`src/rtl/a_pattern_driver_if.sv`:
```
// Bus bundle between a_pattern_driver and its controller: segment table writes,
// run control, fsm K1/K2 responses, and the A drive and status outputs.
interface a_pattern_driver_if #(
  parameter int SEG_NUM = 8,
  parameter int LEN_W   = 16,
  parameter int CNT_W   = 16
);
  localparam int AW = $clog2(SEG_NUM);

  logic             seg_we;
  logic [AW-1:0]    seg_addr;
  logic             seg_level;
  logic [LEN_W-1:0] seg_len;
  logic             start;
  logic             abort;
  logic             k1_in;
  logic             k2_in;
  logic             a_out;
  logic             busy;
  logic             done;
  logic [CNT_W-1:0] k1_cnt;
  logic [CNT_W-1:0] k2_cnt;

  modport master (
    output seg_we, seg_addr, seg_level, seg_len, start, abort, k1_in, k2_in,
    input  a_out, busy, done, k1_cnt, k2_cnt
  );

  modport slave (
    input  seg_we, seg_addr, seg_level, seg_len, start, abort, k1_in, k2_in,
    output a_out, busy, done, k1_cnt, k2_cnt
  );
endinterface

```
`src/rtl/a_pattern_driver.sv`:
```
// Programmable run-length A source for the fsm block, with saturating counters
// for the K1/K2 rising edges the fsm returns while a run is active.
module a_pattern_driver #(
  parameter int   SEG_NUM    = 8,
  parameter int   LEN_W      = 16,
  parameter int   CNT_W      = 16,
  parameter logic IDLE_LEVEL = 1'b0
) (
  input  logic              clk,
  input  logic              rst,
  a_pattern_driver_if.slave bus
);
  localparam int AW = $clog2(SEG_NUM);

  typedef enum logic [1:0] {IDLE, RUN, DONE} state_t;

  state_t           state_q, state_d;
  logic [AW-1:0]    idx_q, idx_d, idx_nxt;
  logic [LEN_W-1:0] len_cnt_q, len_cnt_d;
  logic             a_out_q, a_out_d;
  logic             busy_q, busy_d;
  logic             done_q, done_d;
  logic [CNT_W-1:0] k1_cnt_q, k1_cnt_d;
  logic [CNT_W-1:0] k2_cnt_q, k2_cnt_d;
  logic             k1_prev_q, k1_prev_d;
  logic             k2_prev_q, k2_prev_d;
  logic             lvl_q [SEG_NUM];
  logic             lvl_d [SEG_NUM];
  logic [LEN_W-1:0] len_q [SEG_NUM];
  logic [LEN_W-1:0] len_d [SEG_NUM];
  logic             last_seg;

  always_comb begin
    state_d   = state_q;
    idx_d     = idx_q;
    len_cnt_d = len_cnt_q;
    a_out_d   = a_out_q;
    busy_d    = busy_q;
    done_d    = 1'b0;
    k1_cnt_d  = k1_cnt_q;
    k2_cnt_d  = k2_cnt_q;
    k1_prev_d = bus.k1_in;
    k2_prev_d = bus.k2_in;
    lvl_d     = lvl_q;
    len_d     = len_q;
    idx_nxt   = idx_q + AW'(1);
    last_seg  = (idx_q == AW'(SEG_NUM - 1)) || (len_q[idx_nxt] == '0);

    // The table is frozen while a run is in progress
    if (bus.seg_we && !busy_q) begin
      lvl_d[bus.seg_addr] = bus.seg_level;
      len_d[bus.seg_addr] = bus.seg_len;
    end

    if (busy_q) begin
      if (bus.k1_in && !k1_prev_q && (k1_cnt_q != '1)) k1_cnt_d = k1_cnt_q + CNT_W'(1);
      if (bus.k2_in && !k2_prev_q && (k2_cnt_q != '1)) k2_cnt_d = k2_cnt_q + CNT_W'(1);
    end

    case (state_q)
      IDLE: begin
        if (bus.start) begin
          k1_cnt_d = '0;
          k2_cnt_d = '0;
          if (len_q[0] == '0) begin
            state_d = DONE;
            done_d  = 1'b1;
          end else begin
            state_d   = RUN;
            idx_d     = '0;
            len_cnt_d = len_q[0] - LEN_W'(1);
            a_out_d   = lvl_q[0];
            busy_d    = 1'b1;
          end
        end
      end
      RUN: begin
        if (bus.abort) begin
          state_d = IDLE;
          a_out_d = IDLE_LEVEL;
          busy_d  = 1'b0;
        end else if (len_cnt_q == '0) begin
          if (last_seg) begin
            state_d = DONE;
            a_out_d = IDLE_LEVEL;
            busy_d  = 1'b0;
            done_d  = 1'b1;
          end else begin
            idx_d     = idx_nxt;
            len_cnt_d = len_q[idx_nxt] - LEN_W'(1);
            a_out_d   = lvl_q[idx_nxt];
          end
        end else begin
          len_cnt_d = len_cnt_q - LEN_W'(1);
        end
      end
      DONE: begin
        state_d = IDLE;
      end
      default: begin
        state_d = IDLE;
        a_out_d = IDLE_LEVEL;
        busy_d  = 1'b0;
      end
    endcase
  end

  always_ff @(posedge clk or posedge rst) begin
    if (rst) begin
      state_q   <= IDLE;
      idx_q     <= '0;
      len_cnt_q <= '0;
      a_out_q   <= IDLE_LEVEL;
      busy_q    <= 1'b0;
      done_q    <= 1'b0;
      k1_cnt_q  <= '0;
      k2_cnt_q  <= '0;
      k1_prev_q <= 1'b0;
      k2_prev_q <= 1'b0;
      for (int i = 0; i < SEG_NUM; i++) begin
        lvl_q[i] <= 1'b0;
        len_q[i] <= '0;
      end
    end else begin
      state_q   <= state_d;
      idx_q     <= idx_d;
      len_cnt_q <= len_cnt_d;
      a_out_q   <= a_out_d;
      busy_q    <= busy_d;
      done_q    <= done_d;
      k1_cnt_q  <= k1_cnt_d;
      k2_cnt_q  <= k2_cnt_d;
      k1_prev_q <= k1_prev_d;
      k2_prev_q <= k2_prev_d;
      lvl_q     <= lvl_d;
      len_q     <= len_d;
    end
  end

  assign bus.a_out  = a_out_q;
  assign bus.busy   = busy_q;
  assign bus.done   = done_q;
  assign bus.k1_cnt = k1_cnt_q;
  assign bus.k2_cnt = k2_cnt_q;
endmodule

```
`src/flat_wrapper.sv`:
```
// flat-port wrapper written by rule: the top's interface ports become plain ports
module a_pattern_driver_flat 
#(
  parameter int   SEG_NUM    = 8,
  parameter int   LEN_W      = 16,
  parameter int   CNT_W      = 16,
  parameter logic IDLE_LEVEL = 1'b0
)
  (clk, rst, bus_seg_we, bus_seg_addr, bus_seg_level, bus_seg_len, bus_start, bus_abort, bus_k1_in, bus_k2_in, bus_a_out, bus_busy, bus_done, bus_k1_cnt, bus_k2_cnt);
  a_pattern_driver_if #(.SEG_NUM(SEG_NUM), .LEN_W(LEN_W), .CNT_W(CNT_W)) bus_i ();
  input  logic clk;
  input  logic rst;
  input wire logic [$bits(bus_i.seg_we)-1:0] bus_seg_we;
  input wire logic [$bits(bus_i.seg_addr)-1:0] bus_seg_addr;
  input wire logic [$bits(bus_i.seg_level)-1:0] bus_seg_level;
  input wire logic [$bits(bus_i.seg_len)-1:0] bus_seg_len;
  input wire logic [$bits(bus_i.start)-1:0] bus_start;
  input wire logic [$bits(bus_i.abort)-1:0] bus_abort;
  input wire logic [$bits(bus_i.k1_in)-1:0] bus_k1_in;
  input wire logic [$bits(bus_i.k2_in)-1:0] bus_k2_in;
  output wire logic [$bits(bus_i.a_out)-1:0] bus_a_out;
  output wire logic [$bits(bus_i.busy)-1:0] bus_busy;
  output wire logic [$bits(bus_i.done)-1:0] bus_done;
  output wire logic [$bits(bus_i.k1_cnt)-1:0] bus_k1_cnt;
  output wire logic [$bits(bus_i.k2_cnt)-1:0] bus_k2_cnt;
  assign bus_i.seg_we = bus_seg_we;
  assign bus_i.seg_addr = bus_seg_addr;
  assign bus_i.seg_level = bus_seg_level;
  assign bus_i.seg_len = bus_seg_len;
  assign bus_i.start = bus_start;
  assign bus_i.abort = bus_abort;
  assign bus_i.k1_in = bus_k1_in;
  assign bus_i.k2_in = bus_k2_in;
  assign bus_a_out = bus_i.a_out;
  assign bus_busy = bus_i.busy;
  assign bus_done = bus_i.done;
  assign bus_k1_cnt = bus_i.k1_cnt;
  assign bus_k2_cnt = bus_i.k2_cnt;
  a_pattern_driver #(.SEG_NUM(SEG_NUM), .LEN_W(LEN_W), .CNT_W(CNT_W), .IDLE_LEVEL(IDLE_LEVEL)) u_core (.clk(clk), .rst(rst), .bus(bus_i));
endmodule
```
`config.mk`:
```
export PLATFORM = sky130hd
export DESIGN_NAME = a_pattern_driver_flat
export DESIGN_NICKNAME = d
export VERILOG_FILES = /design/src/rtl/a_pattern_driver_if.sv /design/src/rtl/a_pattern_driver.sv /design/src/flat_wrapper.sv
export SDC_FILE = /design/constraint.sdc
export NUM_CORES = 1
export LEC_CHECK = 0
export CORE_MARGIN = 3
export CORE_UTILIZATION = 40
export CTS_BUF_LIST = sky130_fd_sc_hd__clkbuf_2
export DETAILED_ROUTE_END_ITERATION = 16
export GPL_TIMING_DRIVEN = 0
export PLACE_DENSITY = 0.64
export REMOVE_ABC_BUFFERS = 1
export SYNTH_ARGS = -nofsm -noshare
export SYNTH_HDL_FRONTEND = slang
export SYNTH_SLANG_ARGS = --single-unit
export TNS_END_PERCENT = 100
```
`constraint.sdc`:
```
create_clock -name clk -period 14 [get_ports clk]
set_input_delay 1.4 -clock clk [delete_from_list [all_inputs] [get_ports clk]]
set_output_delay 1.4 -clock clk [all_outputs]
set_load 0.005 [all_outputs]
```
======== Word level (Yosys, flattened, before mapping) ========
Index checks and enable logic that the tools add are counted.
word-level totals
  register bits ........................... 194
  input port bits ......................... 27
  output and inout bits ................... 35
  logic and storage cells ................. 127
operators by class
  add/sub/neg operators ................... 6
  order comparisons ....................... 3
  eq/ne operators ......................... 13
  muxes and demuxes ....................... 56
  bitwise operators ....................... 3
  reductions and logical operators ........ 20
operators with widths
  cell                     count
  $mux W16                 16
  $bwmux W128              1
  $bmux W16 S3             1
  $demux W16 S3            1
  $logic_not A16 Y1        3
  $sub A16 B1 Y16 const B  3
  $add A16 B1 Y16 const B  2
  $ne A16 B16 Y1 const B   2
  $pmux W16 S2             1
  $mux W1                  18
  $mux W3                  5
  $mux W2                  5
  $reduce_and A5 Y1        2
  $bwmux W8                1
  $ge A4 B4 Y1 const B     2
  $ne A2 B2 Y1 const B     4
  $not A3 Y4               2
  $logic_and A1 B1 Y1      6
  $ne A3 B2 Y1 const B     2
  $pmux W1 S3              2
  $pmux W3 S2              1
  $reduce_and A6 Y1        1
  $lt A4 B1 Y1 const B     1
  $pmux W2 S2              1
  16 further kinds         18

======== Depth between registers and ports, before layout ========
  depth in word-level cells ............... 11
  gate-level depth with buffers ........... 14

======== Worst setup path before layout ========
No wires, ideal clock.
  kind .................................... register to register
  from .................................... register u_core.idx_q[0]
  to ...................................... register u_core.len_cnt_q[0]
  setup time .............................. 0.127 ns
  arrival ................................. 3.039 ns
  required time ........................... 13.873 ns
  slack ................................... 10.833 ns
  stages on the path, launching flop included .. 15
  buffers on the path ..................... 4
  cell sequence ........................... dfrtp_1 > ha_1 > ha_1 > buf_2 > buf_2 > mux4_2 > mux2i_4 > nand4_1 > nor4_1 > a21oi_1 > nor2_2 > a21o_1 > buf_4 > buf_8 > mux2_1
on the way
  cells in the longest elaborated chain, start to end .. 10
  elaborated cells on any way between the ends .. 15
ends and longest elaborated chain
  what                                          RTL line                                        RTL
  start, declared                               a_pattern_driver.sv:18                          logic [AW-1:0] idx_q, idx_d, idx_nxt;
  start signal, assigned                        a_pattern_driver.sv:126                         idx_q <= idx_d;
  $add A3 B1 Y3                                 a_pattern_driver.sv:46                          idx_nxt = idx_q + AW'(1);
  $not A3 Y4 (not written as such)              a_pattern_driver.sv:47, a_pattern_driver.sv:90
  $bmux W16 S3                                  a_pattern_driver.sv:47, a_pattern_driver.sv:90
  $mux W16 (not written as such) (2 in series)  a_pattern_driver.sv:47, a_pattern_driver.sv:90
  $sub A16 B1 Y16                               a_pattern_driver.sv:90                          len_cnt_d = len_q[idx_nxt] - LEN_W'(1);
  $mux W16                                      a_pattern_driver.sv:83                          if (last_seg) begin
  $mux W16                                      a_pattern_driver.sv:82                          end else if (len_cnt_q == '0) begin
  $mux W16                                      a_pattern_driver.sv:78                          if (bus.abort) begin
  $pmux W16 S2                                  a_pattern_driver.sv:60                          case (state_q)
  end signal, assigned                          a_pattern_driver.sv:127                         len_cnt_q <= len_cnt_d;
  end, declared                                 a_pattern_driver.sv:19                          logic [LEN_W-1:0] len_cnt_q, len_cnt_d;
Parallel ways exist; a longest one is shown, timed or not. The select of a mux whose other input is x is not followed.
A chain may end at the register's enable or synchronous reset.

======== Final worst setup path ========
Same ends and word-level chain as after synthesis.

==> out/qor.txt <==
Status: finished, final reports clean
Post-CTS Resized: 0
Max FO, Critical Path: 27
Initial antenna violation count: 1
Area delta synth->final: 12.5%
CTS clock-pin slew for the worst setup and hold paths: 0.25 ns
Most frequent cells in the layout: dfrtp_1 (193), mux2_2 (160), nor2_1 (61), clkdlybuf4s50_1 (61), nand2_1 (34)
Total track usage: 0.167
GP Congestion: 0.796
Synth Flop Type: dfrtp_1
CP Launch Type: flop
Crit-path most repeated cell: o22ai_1
Type of the worst min-delay path: reg -> reg
Max-slew violations: 0
Post-synth EDFFs: 0
Routed length per instance: 18.7 µm
Seq/Total Area, Yosys: 0.517
CTS H-tree lvls: 4
Final Cycle Share: 0.391
DRT iter0 DRCs: 298
First-pass GRT wire length: 33500 µm
Ys async rst share: 1.00
Data required, critical path: 14.64 ns
CTS tree: built
Setup Total Neg Slack: 0 ns
Tot Pwr: 1.82 mW
Final setup skew: 0.0583 ns
Max-cap violations: 0
Via/cell ratio: 5.32
Register bit total from synthesis: 194
Hold_buf cts: 0
Critical Path Sink Type: flop
Cell area power density: 172 nW/µm²
Layout net count: 808
Peak supply drop: 0.0764 mV
DRT antenna net count: 0
Post-DP HPWL: 13800 µm
Pre-antenna DRT Iters: 5
Worst slew pin tran: 1.28 ns
Core ar.: 22800 µm²
Final wirelength: 20600 µm
Min cycle time layout: 5.47 ns
CP max stage delay: 1.13 ns
Final Core Density: 0.463
Mean Syn Cell Area: 13.0 µm²
WHS: 0.538 ns
Crit path max-delay family: compound AO/OA/AOI/OAI gates
Starting Density: 0.411
Pleak: 4.35 nW
Buffers added on ports: 61
Final Hold Fails: 0
I/O Pins: 62
Fmax achieved: 183 MHz
Slowest cell on crit path: ha_1
Yosys cell types: 52
Worst-Skew Late Latency: 0.77 ns
Largest net degree at the start of global routing: 107
Vias: 5864
Cell Rows: 55
Final setup viols: 0
Vias in the first global route: 6049
Die Y: 159 µm
Fillers: 2136
Die X: 159 µm
Drc violations: 0
CTS buffer count: 17
Gr ovfl total: 0
WP buf/inv: 1
Crit path kind: reg -> reg
Synthesized area: 9390 µm²
Die area: 25400 µm²
Max Root-Sink Buffers: 2
Fraction of layout cells with a size suffix above 1: 0.302
Relative slew slack: 0.143
Synth Instances: 722
CP arrival: 6.11 ns
Clk sink count: 194
RSZ-0062 raised after global routing: no
Yosys warns: 0
CTS root buf: clkbuf_2
Commonest non-fill, non-tap cell in the layout: dfrtp_1
Post-CTS setup buffer count: 0
Crit path cell chain: buf_12, ha_2, ha_1, nand2b_1, o22ai_1, o22ai_1, nor4_1, a21oi_1, nor2_2, a21o_1, mux2_1
==> state kept, by name, summed over array words and instances (netlist names) <==
register and cells:
u_core.idx_q 3, u_core.bus.k2_cnt 16, u_core.bus.done 1, u_core.k1_prev_q 1, u_core.len_cnt_q 16, u_core.bus.a_out 1
u_core.lvl_q 8, u_core.len_q 128, u_core.state_q 2, u_core.bus.k1_cnt 16, u_core.k2_prev_q 1, u_core.bus.busy 1
==> cell type report <==
cell class                      instances  area, µm²  share of cell area
Clock inverter                         14        131              0.0124
Clock buffer                           18       90.1             0.00852
Multi-Input combinational cell        488       4330               0.410
Antenna cell                            1       2.50            0.000237
Sequential cell                       194       4860               0.460
Tap cell                              313        392              0.0371
Timing Repair Buffer                   69        733              0.0694
Inverter                                6       30.0             0.00284
==> report_power, final <==
| group | leakage [nW] | internal [mW] | switching (mW) |
|---|---|---|---|
| sequential | 2.42 | 0.789 | 0.140 |
| clock | 0.141 | 0.0686 | 0.199 |
| combinational | 1.79 | 0.352 | 0.270 |
==> worst paths after layout <==
check	from	to	slack (ns)	cells after the start
hold / removal	u_core.len_q[28]	u_core.len_q[28]	0.54	1
hold reg to reg	u_core.len_q[28]	u_core.len_q[28]	0.54	1
setup / recovery	u_core.idx_q[0]	u_core.len_cnt_q[0]	8.53	11
max in group asynchronous	rst	u_core.len_q[28]	11.92	3
setup reg to reg	u_core.idx_q[0]	u_core.len_cnt_q[0]	8.53	11
min in group asynchronous	rst	u_core.lvl_q[2]	1.14	2
==> cells by family (layout without fill, tap and decap cells) <==
family | after synthesis | after routing | synth area share
flops | 194 | 194 | 0.517
fa+ha+maj | 5 | 5 | 0.00666
mux | 210 | 210 | 0.281
other cells | 0 | 1 | 0
compound gates | 60 | 60 | 0.0410
xor+xnor | 40 | 40 | 0.0373
buf+inv | 40 | 107 | 0.0237
simple gates | 173 | 173 | 0.0935
==> per-layer routing <==
metal / wire [µm] / global-route usage / share of wire
met2: 9740 / 0.261 / 0.47
met5: 0 / 0 / 0
met4: 210 / 0.0378 / 0.010
met1: 9970 / 0.237 / 0.48
met3: 663 / 0.0393 / 0.032
==> cell usage after synthesis, types with 2 or more instances <==
cell        n  area (µm²)
nand4_1     8        50.1
nand2_1    34         128
and4_1      4        35.0
a21oi_1    10        50.1
and3_1      5        31.3
xor2_1     29         254
and2_1      2        12.5
nand3b_1    3        22.5
o21ai_1     3        15.0
xnor2_1    11        96.3
mux2i_1    15         150
o22ai_1    12        75.1
nor2b_1     3        18.8
buf_6       4        45.0
nor4_1     12        75.1
buf_2       4        20.0
o21ai_0    15        75.1
nand2b_1    3        18.8
nor3b_1     4        30.0
o31ai_1     8        60.1
dfrtp_1   194        4850
buf_8       2        30.0
mux2_2    160        1800
nand3_1    14        70.1
buf_1       2        7.51
mux4_2     25         563
or3_1       6        37.5
nor3_1      5        25.0
nor2_1     62         233
a22o_1      4        35.0
buf_4       4        30.0
clkbuf_1   18        67.6
ha_1        5        62.6
mux2_1      9         101
inv_1       6        22.5
==> per-stage QoR <==
stage,std cells,worst slack (ns),instance area [µm²]
final,1103,8.53,10600
after CTS,1102,8.33,10600
after floorplan,688,7.32,9190
after global routing,1103,8.11,10600
after global placement,1062,4.58,10200
after detailed placement,1070,8.36,10300
(Power assumes the default switching activity.)
